`src/rtl/bat_amateur_regfile.sv`:
```
// Eight-register bus file with A/B taps to the ALU and a 2-deep display queue fed by OUT.
// Drive is combinational; load, increment, queue and sticky error flags update on the rising edge.
module bat_amateur_regfile (
  input  logic       CLK,
  input  logic       RST,
  input  logic [7:0] REGS_INC,
  input  logic [7:0] REGS_RW,
  input  logic [7:0] REGS_EN,
  input  logic [7:0] BUS_IN,
  output logic [7:0] BUS_OUT,
  output logic       BUS_DRIVE,
  output logic [7:0] A_VAL,
  output logic [7:0] B_VAL,
  output logic [7:0] OUT_DATA,
  output logic       OUT_VALID,
  input  logic       OUT_READY,
  input  logic       ERR_CLR,
  output logic       BUS_CONFLICT,
  output logic       OUT_OVF
);

  localparam int OUT_IDX = 7;

  logic [7:0] regs [8];
  logic [7:0] inc_sel;
  logic [7:0] ld_sel;
  logic [7:0] drv_sel;
  logic       conflict_now;
  logic       push;
  logic       pop;
  logic       drop;
  logic [7:0] out_next;
  logic [7:0] q0;
  logic [7:0] q1;
  logic [1:0] cnt;

  function automatic logic [7:0] inc_mod256(input logic [7:0] v);
    return v + 8'd1;
  endfunction

  assign inc_sel = REGS_EN & REGS_INC;
  assign ld_sel  = REGS_EN & ~REGS_INC & REGS_RW;
  // Drivers are masked while reset is held so the bus is released immediately.
  assign drv_sel = REGS_EN & ~REGS_INC & ~REGS_RW & {8{RST}};

  // Clearing the lowest set bit leaves something only when two or more drivers exist.
  assign conflict_now = (drv_sel & (drv_sel - 8'd1)) != 8'd0;

  always_comb begin
    BUS_OUT   = 8'h00;
    BUS_DRIVE = 1'b0;
    for (int i = 7; i >= 0; i--) begin
      if (drv_sel[i]) begin
        BUS_OUT   = regs[i];
        BUS_DRIVE = 1'b1;
      end
    end
  end

  always_ff @(posedge CLK) begin
    if (!RST) begin
      for (int i = 0; i < 8; i++) regs[i] <= 8'h00;
    end else begin
      for (int i = 0; i < 8; i++) begin
        if (inc_sel[i])     regs[i] <= inc_mod256(regs[i]);
        else if (ld_sel[i]) regs[i] <= BUS_IN;
      end
    end
  end

  assign out_next = inc_sel[OUT_IDX] ? inc_mod256(regs[OUT_IDX]) : BUS_IN;
  assign push     = inc_sel[OUT_IDX] | ld_sel[OUT_IDX];
  assign pop      = (cnt != 2'd0) & OUT_READY;
  assign drop     = push & ~pop & (cnt == 2'd2);

  // q0 is the head; a pop shifts q1 forward, and a simultaneous push lands behind it.
  always_ff @(posedge CLK) begin
    if (!RST) begin
      cnt <= 2'd0;
      q0  <= 8'h00;
      q1  <= 8'h00;
    end else if (pop) begin
      if (push) begin
        if (cnt == 2'd1) begin
          q0 <= out_next;
        end else begin
          q0 <= q1;
          q1 <= out_next;
        end
      end else begin
        q0  <= q1;
        cnt <= cnt - 2'd1;
      end
    end else if (push) begin
      if (cnt == 2'd0) begin
        q0  <= out_next;
        cnt <= 2'd1;
      end else if (cnt == 2'd1) begin
        q1  <= out_next;
        cnt <= 2'd2;
      end
    end
  end

  // A fresh error outranks a clear in the same cycle.
  always_ff @(posedge CLK) begin
    if (!RST) begin
      BUS_CONFLICT <= 1'b0;
      OUT_OVF      <= 1'b0;
    end else begin
      if (conflict_now) BUS_CONFLICT <= 1'b1;
      else if (ERR_CLR) BUS_CONFLICT <= 1'b0;
      if (drop)         OUT_OVF <= 1'b1;
      else if (ERR_CLR) OUT_OVF <= 1'b0;
    end
  end

  assign A_VAL     = regs[0];
  assign B_VAL     = regs[1];
  assign OUT_VALID = (cnt != 2'd0);
  assign OUT_DATA  = OUT_VALID ? q0 : 8'h00;

endmodule

```
`config.mk`:
```
export PLATFORM = sky130hd
export DESIGN_NAME = bat_amateur_regfile
export DESIGN_NICKNAME = d
export VERILOG_FILES = /design/src/rtl/bat_amateur_regfile.sv
export SDC_FILE = /design/constraint.sdc
export NUM_CORES = 1
export LEC_CHECK = 0
export ABC_AREA = 1
export BUFFER_PORTS_ARGS = -buffer_cell sky130_fd_sc_hd__buf_4
export CORE_MARGIN = 4
export CORE_UTILIZATION = 45
export CTS_CLUSTER_SIZE = 10
export DETAILED_ROUTE_END_ITERATION = 6
export GPL_TIMING_DRIVEN = 0
export PLACE_DENSITY = 0.69
export SLEW_MARGIN = 10
export SYNTH_ARGS = -nofsm -noshare
export SYNTH_HDL_FRONTEND = slang
export SYNTH_SLANG_ARGS = --single-unit
```
`constraint.sdc`:
```
create_clock -name CLK -period 3.21 [get_ports CLK]
set_input_delay 0.642 -clock CLK [delete_from_list [all_inputs] [get_ports CLK]]
set_output_delay 0.642 -clock CLK [all_outputs]
set_load 0.1 [all_outputs]
```
==> impl_metrics.ini <==
[status]
status = completed

[cells_and_area]
antennaDiodeCount = 0
fillers = 1301
instances_no_fill = 1115
multi_input_area_mm2 = 0.00306
seqCellArea_mm2 = 0.00232
postLayoutCellArea_mm2 = 0.00715
layout-drive-gt1-share_pct = 14.8
post-route-util_pct = 53.8
area_growth_pct = 16.7
fin_nets = 981

[clock_tree]
clockRootBuffer = clkbuf_16
numCtsBuffers = 9
cts_sinks = 84
cts_tree = yes
cts_buffer_depth = 2
insertion_delay_ns = 0.35
post_cts_resize_count = 0
ctsHtreeMaxLevel = 3
post-cts-setup-buffers = 0
holdBufCountCts = 0
path_clk_slew_ns = 0.07

[detailed_routing]
vias = 5877
post-route-drc-count = 0
viasPerCell = 5.27
ant_nets = 0
routedWlPerCell_um = 15.4
finalWirelength_um = 17200
first_pass_iters = 6
drtIter0Drc = 558

[logic_synthesis]
yosysSeqAreaShare_pct = 37.9
synth_compound_area_share_pct = 19.9
synth_xor_area_share_pct = 4.72
synth_flop_cell = edfxtp_1
synth_area_leaders = edfxtp_1, nand2_1, o21ai_0
synthAdderAreaFrac_pct = 2.25
synth-edff-count = 64
synth_async_sr_flop_share_pct = 0
synth_simple_gate_area_share_pct = 22.9
ys_warn_count = 0
syn_nets = 899
synth_top_area_share_pct = 31.4
ys_ff_latch = 84
synth_top_family_by_area = simple AND/OR/NAND/NOR gates
syn-cell-area_mm2 = 0.00613
muxShareOfSynthArea_pct = 0
yosysTopAreaCell = edfxtp_1
postSynthCellCount = 852
avgSynthCellArea_um2 = 7.19
synth_cell_types = 39

[grt]
grt_max_degree = 14
grt_pass1_wl_um = 27200
antenna_found_initial = 0
grt_use_total_pct = 21.7
grt_pass1_vias = 5353
grt_remaining_overflow = 0

[setup_path]
worstSetupStartpointType = input port
cpPeakStageDelay_ns = 0.29
path_class = input port to primary output
end_kind = primary output
cp_common_cell = nand2_1
path_buf_inv = 3
path_cells = buf_4 > buf_6 > nand3_1 > o21ai_0 > nand3_1 > nand2_1 > nand2_1 > nand2_1 > nand2_1 > nand2_1 > buf_4
critPathTopFamily = simple AND/OR/NAND/NOR gates
arrival_ns = 2.27
slowest_stage = o21ai_0
crit_required_ns = 2.57
crit_fanout = 10

[place]
pre_cts_ws_ns = 0.309
place_area_mm2 = 0.00689
place.gp.congestion = 0.878
place_inst = 1099
hpwl_um = 12800
numPortBuffers = 71

[timing]
setup_slack_ns = 0.295
whs_ns = 0.502
maxClockFrequency_mhz = 343
setup_tns_ns = 0
worstMarginPinSlew_ns = 0.767
hold_viol_final = 0
fin_crit_sh_pct = 90.8
finClkSkew_ns = 0.00637
timing.slew.headroom_pct = 48.8
rsz0062_at_grt = false
drv_slew = 0
setup_viol = 0
fin_crit_ns = 2.91

[floorplanning]
start_util_pct = 46.1
ios = 72
core_mm2 = 0.0133
die_h_um = 125
die-area_mm2 = 0.0156
fp.dieW_um = 125
num_rows = 42

[min_path]
hold_path.class = register to register

[power]
ir_worst_vdd_mv = 0.644
total_power_mw = 3.84
p_leak_nw = 3.36
pwr_density_cell_mw_per_mm2 = 538

[run]
maxCapViolations = 0
kinds of logic after synthesis:
logic type | after synthesis
AND/OR/NAND/NOR | 317
adder cells (fa/ha/maj) | 11
flip-flops | 84
AO/OA/AOI/OAI | 229
XOR/XNOR | 33
buffers and inverters | 178
synthesized netlist by cell type (3+ instances only):
cell / n
a21oi_1: 82
nor3_1: 10
nand2_1: 152
o21ai_1: 5
clkbuf_1: 6
inv_1: 137
buf_2: 9
nor2_1: 57
nor2_2: 5
xor2_1: 25
o22ai_1: 4
a31oi_1: 10
nand2_2: 5
or2_2: 4
inv_2: 5
ha_1: 11
dfxtp_1: 20
buf_4: 18
o21ai_0: 110
edfxtp_1: 64
o21bai_1: 4
xnor2_1: 8
nand3_1: 69
o211ai_1: 9
nand4_1: 3
cell type report:
cell class | instances | share of cell area [%]
Tap cell | 176 | 3.08
Clock buffer | 10 | 3.20
Sequential cell | 84 | 32.5
Inverter | 144 | 7.56
Buffer | 34 | 2.99
Timing Repair Buffer | 71 | 7.46
Multi-Input combinational cell | 590 | 42.8
Clock inverter | 6 | 0.438
layer usage:
metal	share of wire [%]	GRT usage [%]	wire, um	vias to the layer above
met3	5.3	2.87	906	32
met1	46	29.5	7920	2671
met2	46	34.6	7830	186
met5	0	0	0	-
met4	3.0	9.28	514	0
li1	-	-	-	2988
worst min-delay path: stages (launching register included):
cell and delay [ns]:
dfxtp_1 0.33, nand2_1 0.06, a31oi_1 0.07
where the power goes:
group	total [mW]	switching [mW]	internal, mW
sequential	1.44	0.113	1.32
combinational	1.45	1.05	0.396
clock	0.957	0.441	0.515
total	3.84	1.61	2.24
flip-flops by register name (all words and copies together), names as in the netlist:
| signal | count |
|---|---|
| BUS_CONFLICT | 1 |
| regs | 64 |
| cnt | 2 |
| q1 | 8 |
| q0 | 8 |
| OUT_OVF | 1 |
placed cells by master, fill, tap and decap left out, drive strengths merged, types with 9 or more instances in the layout:
cell type,n
a21oi,83
a31oi,10
buf,99
clkbuf,16
dfxtp,20
edfxtp,64
ha,11
inv,142
nand2,158
nand3,69
nor2,64
nor3,12
o211ai,9
o21ai,115
xor2,25
final timing paths:
check,startpoint,end,slack [ns],cells after the start
max,RST,BUS_OUT[4],0.30,11
min,q1[0]$_SDFFE_PN0P_,q0[0]$_SDFFE_PN0P_,0.50,2
max reg2reg,cnt[0]$_SDFFE_PN0P_,q1[6]$_SDFFE_PN0P_,1.29,9
min reg2reg,q1[0]$_SDFFE_PN0P_,q0[0]$_SDFFE_PN0P_,0.50,2
Note: power is estimated with default switching activity, not from simulation.
